## src/rtl/post_led_shifter_pkg.sv

```systemverilog
// post_led_shifter_pkg
//   Shared definitions for the serial LED chain drivers: FSM state encoding,
//   default chain/timing constants and a counter-width helper.
package post_led_shifter_pkg;

   typedef enum logic [2:0] {
      ST_IDLE        = 3'd0,
      ST_SHIFT_LO    = 3'd1,
      ST_SHIFT_HI    = 3'd2,
      ST_LATCH_SETUP = 3'd3,
      ST_LATCH       = 3'd4
   } state_t;

   localparam int unsigned DEF_CHAIN_BITS     = 8;
   localparam int unsigned DEF_CLK_DIV        = 4;
   localparam int unsigned DEF_REFRESH_CYCLES = 1000000;

   // Bits needed to hold 0..n-1, never less than one.
   function automatic int unsigned cnt_width(input int unsigned n);
      return (n > 1) ? $clog2(n) : 1;
   endfunction

endpackage

```

## src/rtl/post_led_tick_div.sv

```systemverilog
// post_led_tick_div
//   Reloading down-counter that flags the last cycle of each PERIOD-cycle
//   window. PERIOD = 0 disables the terminal-count flag entirely.
// Ports:
//   i_clk      clock
//   i_rst      synchronous active-high reset (counter at start of window)
//   i_restart  start a new window next cycle
//   o_tc       high in the last cycle of the current window
module post_led_tick_div
   import post_led_shifter_pkg::*;
#(
   parameter int unsigned PERIOD = DEF_CLK_DIV
) (
   input  logic i_clk,
   input  logic i_rst,
   input  logic i_restart,
   output logic o_tc
);

   localparam int unsigned LOAD = (PERIOD == 0) ? 0 : PERIOD - 1;
   localparam int unsigned W    = cnt_width(PERIOD);

   logic [W-1:0] r_cnt;

   // Remaining cycles in the window; reaching zero auto-reloads so the
   // counter free-runs between restarts.
   always_ff @(posedge i_clk) begin
      if (i_rst || i_restart || (r_cnt == '0)) begin
         r_cnt <= W'(LOAD);
      end else begin
         r_cnt <= r_cnt - 1'b1;
      end
   end

   assign o_tc = (PERIOD != 0) && (r_cnt == '0);

endmodule

```

## src/rtl/post_led_shifter.sv

```systemverilog
// post_led_shifter
//   Serializes the active-low LED byte into a 74HC595-style chain. A frame is
//   sent on pattern change, periodic refresh or forced request; the chain
//   output-enable stays off until the first frame has been latched.
// Ports:
//   i_sys_clk        system clock
//   i_sys_rst        synchronous active-high reset
//   i_led_n          LED pattern (active-low), CHAIN_BITS wide
//   i_force_refresh  one-cycle request for a frame
//   o_sr_clk         chain shift clock
//   o_sr_data        chain serial data, MSB first
//   o_sr_latch       chain storage latch strobe
//   o_sr_oe_n        chain output enable, active-low
//   o_busy           frame in progress
//   o_frame_done     one-cycle pulse at frame completion
//
// state       | meaning
// ST_IDLE     | waiting for a trigger
// ST_SHIFT_LO | sr_clk low, current bit presented on sr_data
// ST_SHIFT_HI | sr_clk high, chain samples the bit
// ST_LATCH_SETUP | clock and data low before the latch strobe
// ST_LATCH    | storage latch strobe high
module post_led_shifter
   import post_led_shifter_pkg::*;
#(
   parameter int unsigned CHAIN_BITS     = DEF_CHAIN_BITS,
   parameter int unsigned CLK_DIV        = DEF_CLK_DIV,
   parameter int unsigned REFRESH_CYCLES = DEF_REFRESH_CYCLES
) (
   input  logic                  i_sys_clk,
   input  logic                  i_sys_rst,
   input  logic [CHAIN_BITS-1:0] i_led_n,
   input  logic                  i_force_refresh,
   output logic                  o_sr_clk,
   output logic                  o_sr_data,
   output logic                  o_sr_latch,
   output logic                  o_sr_oe_n,
   output logic                  o_busy,
   output logic                  o_frame_done
);

   localparam int unsigned BW = cnt_width(CHAIN_BITS);

   state_t                r_state;
   state_t                w_state_next;
   logic [CHAIN_BITS-1:0] r_shift;
   logic [CHAIN_BITS-1:0] r_last_sent;
   logic                  r_pending;
   logic [BW-1:0]         r_bit_idx;
   logic                  r_sr_clk;
   logic                  r_sr_latch;
   logic                  r_sr_oe_n;
   logic                  r_busy;
   logic                  r_frame_done;

   logic w_phase_tc;
   logic w_refresh_tc;
   logic w_led_diff;
   logic w_trig;
   logic w_start;
   logic w_frame_end;

   // Phase timer is held loaded in IDLE so every frame state gets exactly
   // CLK_DIV cycles; it reloads itself at each state boundary.
   post_led_tick_div #(.PERIOD(CLK_DIV)) u_phase (
      .i_clk     (i_sys_clk),
      .i_rst     (i_sys_rst),
      .i_restart (r_state == ST_IDLE),
      .o_tc      (w_phase_tc)
   );

   post_led_tick_div #(.PERIOD(REFRESH_CYCLES)) u_refresh (
      .i_clk     (i_sys_clk),
      .i_rst     (i_sys_rst),
      .i_restart (w_start),
      .o_tc      (w_refresh_tc)
   );

   assign w_led_diff  = (i_led_n != r_last_sent);
   assign w_trig      = r_pending | i_force_refresh | w_led_diff | w_refresh_tc;
   assign w_start     = (r_state == ST_IDLE) && w_trig;
   assign w_frame_end = (r_state == ST_LATCH) && w_phase_tc;

   always_comb begin
      w_state_next = r_state;
      case (r_state)
         ST_IDLE:        if (w_trig)     w_state_next = ST_SHIFT_LO;
         ST_SHIFT_LO:    if (w_phase_tc) w_state_next = ST_SHIFT_HI;
         ST_SHIFT_HI:    if (w_phase_tc) w_state_next = (r_bit_idx == '0) ? ST_LATCH_SETUP : ST_SHIFT_LO;
         ST_LATCH_SETUP: if (w_phase_tc) w_state_next = ST_LATCH;
         ST_LATCH:       if (w_phase_tc) w_state_next = ST_IDLE;
         default:        w_state_next = ST_IDLE;
      endcase
   end

   always_ff @(posedge i_sys_clk) begin
      if (i_sys_rst) begin
         r_state      <= ST_IDLE;
         r_shift      <= '0;
         r_last_sent  <= '1;
         r_pending    <= 1'b1;
         r_bit_idx    <= '0;
         r_sr_clk     <= 1'b0;
         r_sr_latch   <= 1'b0;
         r_sr_oe_n    <= 1'b1;
         r_busy       <= 1'b0;
         r_frame_done <= 1'b0;
      end else begin
         r_state <= w_state_next;

         if (w_start) begin
            r_shift     <= i_led_n;
            r_last_sent <= i_led_n;
            r_pending   <= 1'b0;
            r_bit_idx   <= BW'(CHAIN_BITS - 1);
         end else if ((r_state != ST_IDLE) && (i_force_refresh || w_led_diff)) begin
            r_pending <= 1'b1;
         end

         // Shifting zeros in leaves sr_data low after the last bit, which is
         // what LATCH_SETUP and IDLE need.
         if ((r_state == ST_SHIFT_HI) && w_phase_tc) begin
            r_shift <= r_shift << 1;
            if (r_bit_idx != '0) begin
               r_bit_idx <= r_bit_idx - 1'b1;
            end
         end

         // Outputs are decoded from the next state so they line up with it.
         r_sr_clk     <= (w_state_next == ST_SHIFT_HI);
         r_sr_latch   <= (w_state_next == ST_LATCH);
         r_busy       <= (w_state_next != ST_IDLE);
         r_frame_done <= w_frame_end;
         if (w_frame_end) begin
            r_sr_oe_n <= 1'b0;
         end
      end
   end

   assign o_sr_clk     = r_sr_clk;
   assign o_sr_data    = r_shift[CHAIN_BITS-1];
   assign o_sr_latch   = r_sr_latch;
   assign o_sr_oe_n    = r_sr_oe_n;
   assign o_busy       = r_busy;
   assign o_frame_done = r_frame_done;

endmodule

```

## config.mk

```make
export PLATFORM = sky130hd
export DESIGN_NAME = post_led_shifter
export DESIGN_NICKNAME = d
export VERILOG_FILES = /design/src/rtl/post_led_shifter_pkg.sv /design/src/rtl/post_led_tick_div.sv /design/src/rtl/post_led_shifter.sv
export SDC_FILE = /design/constraint.sdc
export NUM_CORES = 1
export LEC_CHECK = 0
export BUFFER_PORTS_ARGS = -buffer_cell sky130_fd_sc_hd__buf_4
export CAP_MARGIN = 20
export CORE_UTILIZATION = 55
export DETAILED_ROUTE_END_ITERATION = 6
export PLACE_DENSITY = 0.85
export SLEW_MARGIN = 40
export SYNTH_ARGS = -nofsm -noshare
export SYNTH_HDL_FRONTEND = slang
export SYNTH_HIERARCHICAL = 1
export SYNTH_SLANG_ARGS = --single-unit
```

## constraint.sdc

```tcl
create_clock -name i_sys_clk -period 4.2 [get_ports i_sys_clk]
set_clock_uncertainty 0.15 [all_clocks]
set_input_delay 0.84 -clock i_sys_clk [delete_from_list [all_inputs] [get_ports i_sys_clk]]
set_output_delay 0.84 -clock i_sys_clk [all_outputs]
set_load 0.05 [all_outputs]
```

==> tab_implementation.tex <==
\begin{tabular}{lr}
\hline
Metric & Value \\
\hline
\multicolumn{2}{l}{\textbf{Run status}} \\
\quad Outcome & completed \\
\multicolumn{2}{l}{\textbf{Clock network}} \\
\quad Total number of H-tree levels & 2 \\
\quad Num CTS Buffers & 5 \\
\quad Post-CTS Setup Inserts & 0 \\
\quad Clock tree from TritonCTS & done \\
\quad Hold\_buf cts & 0 \\
\quad Library cell used as clock root buffer & sky130\_fd\_sc\_hd\_\_clkbuf\_8 \\
\quad Clk pin slew, worst setup/hold paths & 80 ps \\
\quad Post\_cts resized & 0 \\
\quad Later-pin clock latency in the skew report & 300 ps \\
\quad CTS sink count & 50 \\
\quad Worst-case clock buffer depth & 2 \\
\multicolumn{2}{l}{\textbf{Setup path}} \\
\quad Data required time of the critical path & 4200 ps \\
\quad Critical register-to-register path endpoint & u\_refresh/r\_cnt[19]\$\_SDFF\_PP1\_ \\
\quad Maximum fanout encountered on the critical timing path & 12 \\
\quad Crit Reg-Reg Startpoint & u\_refresh/r\_cnt[5]\$\_SDFF\_PP1\_ \\
\quad Nature of the critical path startpoint & input port \\
\quad Kind of capture point of the worst setup path & flip-flop \\
\quad Critical Setup Path Class & input port to flip-flop \\
\quad Path depth of the worst reg2reg path & 9 \\
\quad Arrival time of data at the critical path endpoint & 3020 ps \\
\quad Worst reg2reg setup slack & 1190 ps \\
\multicolumn{2}{l}{\textbf{Global route}} \\
\quad Initial antenna violation count & 0 \\
\quad First-pass GRT wire length & 7200 um \\
\quad Overall Global Routing Usage & 21.4\% \\
\quad Remaining Overflow, GRT & 0 \\
\quad Maximum number of pins on one net before global-route repair & 34 \\
\quad Vias in the first global route & 1625 \\
\multicolumn{2}{l}{\textbf{Power and ir drop}} \\
\quad Total power & 0.881 mW \\
\quad Peak ir drop on the vdd network & 0.000254 V \\
\quad Pleak & 0.946 nW \\
\quad PD cells & 346 mW/mm2 \\
\multicolumn{2}{l}{\textbf{Logic synthesis}} \\
\quad Post-Synthesis Cells & 255 \\
\quad Area of the mapped netlist & 0.00231 mm2 \\
\quad Seq/Total Area, Yosys & 43.2\% \\
\quad Primary flip-flop cell chosen by synthesis mapping & sky130\_fd\_sc\_hd\_\_dfxtp\_1 \\
\quad Count of flip-flops with a built-in enable after synthesis & 0 \\
\quad Mean post-synth cell area & 9.08 um2 \\
\quad Yosys reg bits & 50 \\
\quad YS warnings & 6 \\
\quad Post-synth top area share & 43.2\% \\
\quad Async set or reset register ratio after synthesis & 0\% \\
\quad Synth area leader & sky130\_fd\_sc\_hd\_\_dfxtp\_1 \\
\quad Commonest cells in the netlist & 50 x sky130\_fd\_sc\_hd\_\_dfxtp\_1, 22 x sky130\_fd\_sc\_hd\_\_nor2\_1, 18 x sky130\_fd\_sc\_hd\_\_nand2\_1, 14 x sky130\_fd\_sc\_hd\_\_inv\_1, 14 x sky130\_fd\_sc\_hd\_\_xnor2\_1 \\
\quad Most frequent cell after synthesis & sky130\_fd\_sc\_hd\_\_dfxtp\_1 \\
\quad Count of different cell masters after synthesis & 53 \\
\quad Synth top area cells & sky130\_fd\_sc\_hd\_\_dfxtp\_1 43\%, sky130\_fd\_sc\_hd\_\_xnor2\_1 5.3\%, sky130\_fd\_sc\_hd\_\_nor2\_1 3.6\%, sky130\_fd\_sc\_hd\_\_o22ai\_1 3.0\%, sky130\_fd\_sc\_hd\_\_nand2\_1 2.9\% \\
\quad Number of nets produced by synthesis & 271 \\
\multicolumn{2}{l}{\textbf{Detailed routing}} \\
\quad Routed len/inst & 13.7 um \\
\quad Total via count in the routed design & 1833 \\
\quad Drc violations & 0 \\
\quad Post-detailed-route count of antenna-violating nets & 0 \\
\quad Total length of routed wires & 4370 um \\
\quad DRT iter0 DRCs & 127 \\
\quad Via density & 5.76 \\
\quad First-pass detailed-route iteration total & 4 \\
\multicolumn{2}{l}{\textbf{Timing}} \\
\quad Final worst path period need & 3010 ps \\
\quad Headroom to the max-slew limit & 49.6\% \\
\quad Final Slew Violations & 0 \\
\quad Highest achievable clock rate & 0.332 GHz \\
\quad Hold Vio Cnt, Final & 0 \\
\quad Transition at the pin with the smallest max-transition slack & 749 ps \\
\quad Ratio of final minimum period to clock period & 71.8\% \\
\quad Unrepaired setup endpoints after global routing & no \\
\quad Setup total negative slack & 0 ps \\
\quad Number of failing setup endpoints in the final timing report & 0 \\
\multicolumn{2}{l}{\textbf{Hold path}} \\
\quad Sink of the worst hold path & u\_refresh/r\_cnt[0]\$\_SDFF\_PP1\_ \\
\quad Worst hold start & u\_refresh/r\_cnt[0]\$\_SDFF\_PP1\_ \\
\quad Hold path cells & 1 \\
\quad Worst hold path class & flip-flop to flip-flop \\
\multicolumn{2}{l}{\textbf{Final layout}} \\
\quad Diode count & 0 \\
\quad Number of nets at the end of the flow & 283 \\
\quad Area Overhead vs Synth & 10.0\% \\
\quad Post-layout instance area & 0.00255 mm2 \\
\quad Area occupied by multi-input gates & 0.00120 mm2 \\
\quad Filler Cells Inserted & 354 \\
\quad Fin cells & 318 \\
\quad Share of final-layout standard cells stronger than drive strength 1 & 13.4\% \\
\quad Final Core Density & 63.2\% \\
\quad Combined flip-flop and latch cell area & 0.00100 mm2 \\
\multicolumn{2}{l}{\textbf{Floorplanning}} \\
\quad Top Ports & 17 \\
\quad Area of the die & 0.00447 mm2 \\
\quad Total number of placement rows & 23 \\
\quad Die Y & 66.9 um \\
\quad Core Area & 0.00403 mm2 \\
\quad Die Width & 66.9 um \\
\quad Starting utilization of the core area & 57.5\% \\
\multicolumn{2}{l}{\textbf{Placed design}} \\
\quad Placed standard-cell area & 0.00245 mm2 \\
\quad Number of buffers inserted by port buffering & 16 \\
\quad GP Congestion & 0.797 \\
\quad Detailed-placement wirelength estimate & 3080 um \\
\quad Cells after DPL & 310 \\
\multicolumn{2}{l}{\textbf{Job}} \\
\quad Max cap viols & 0 \\
\hline
\end{tabular}
routing by layer:
metal / global-route usage, % / vias up / part of all wire, %
li1: - / 946 / -
met1: 27.2 / 844 / 48
met2: 36.0 / 37 / 46
met3: 4.11 / 6 / 4.2
met4: 6.91 / 0 / 1.1
met5: 0 / - / 0
worst max-delay path, cell delays in order:
cell                      delay [ps]
sky130_fd_sc_hd__buf_4           120
sky130_fd_sc_hd__xor2_1          130
sky130_fd_sc_hd__or3_4           350
sky130_fd_sc_hd__or4_4           590
sky130_fd_sc_hd__nand2_4         170
sky130_fd_sc_hd__inv_6            60
sky130_fd_sc_hd__nor2_1          200
sky130_fd_sc_hd__o31a_1          410
sky130_fd_sc_hd__nand3_1         130
worst max-delay path by stage:
stage / from / to / slack (ps) / depth (start not counted)
after floorplan: i_led_n[3] / u_refresh/r_cnt[16]$_SDFF_PP1_ / 1350 / 9
after global placement: i_led_n[3] / u_refresh/r_cnt[18]$_SDFF_PP1_ / 980 / 9
after detailed placement: i_led_n[3] / u_refresh/r_cnt[19]$_SDFF_PP1_ / 890 / 9
after CTS: i_led_n[3] / u_refresh/r_cnt[16]$_SDFF_PP1_ / 1200 / 9
after global routing: u_refresh/r_cnt[5]$_SDFF_PP1_ / u_refresh/r_cnt[10]$_SDFF_PP0_ / 950 / 9
final: i_led_n[3] / u_refresh/r_cnt[19]$_SDFF_PP1_ / 1190 / 9
area by class of cell:
type,count,share of cell area [%]
multi-input combinational,178,47.2
timing repair buffer,17,5.01
clock buffer,7,3.39
clock inverter,1,0.197
sequential,50,39.3
tap,50,2.46
inverter,15,2.41
stage by stage:
step / setup slack (ps) / hold WS (ps)
2_1_floorplan: 1350 / 241
3_3_place_gp: 980 / 255
3_5_place_dp: 887 / 263
4_1_cts: 1200 / 283
5_1_grt: 949 / 322
6_report: 1190 / 279
state kept, by name, summed over array words and instances (netlist names):
register         count
r_state              3
u_refresh/r_cnt     20
r_pending            1
o_frame_done         1
o_sr_latch           1
u_phase/r_cnt        2
r_bit_idx            3
o_busy               1
r_last_sent          8
o_sr_oe_n            1
o_sr_clk             1
r_shift              8
kinds of logic after synthesis:
| kind of cell | synth area share (%) |
|---|---|
| compound gates | 15.1 |
| flops | 43.2 |
| buf+inv | 5.46 |
| fa+ha+maj | 2.70 |
| xor+xnor | 7.95 |
| mux | 0.432 |
| simple gates | 25.1 |
layout by cell type (no fill, tap or decap), types with 7 or more instances in the layout:
master,instances
sky130_fd_sc_hd__a21oi_1,9
sky130_fd_sc_hd__buf_4,17
sky130_fd_sc_hd__dfxtp_1,50
sky130_fd_sc_hd__inv_1,14
sky130_fd_sc_hd__nand2_1,18
sky130_fd_sc_hd__nor2_1,22
sky130_fd_sc_hd__nor3_1,7
sky130_fd_sc_hd__o21ai_0,9
sky130_fd_sc_hd__o22ai_1,11
sky130_fd_sc_hd__xnor2_1,14
sky130_fd_sc_hd__xor2_1,7
power breakdown:
| group | total [mW] | internal, mW | leakage, nW | switching [mW] |
|---|---|---|---|---|
| registers | 0.509 | 0.495 | 0.410 | 0.0141 |
| clock network | 0.279 | 0.133 | 0.0482 | 0.146 |
| logic | 0.0938 | 0.0408 | 0.488 | 0.0530 |
Power figures use the tool's default switching activity.
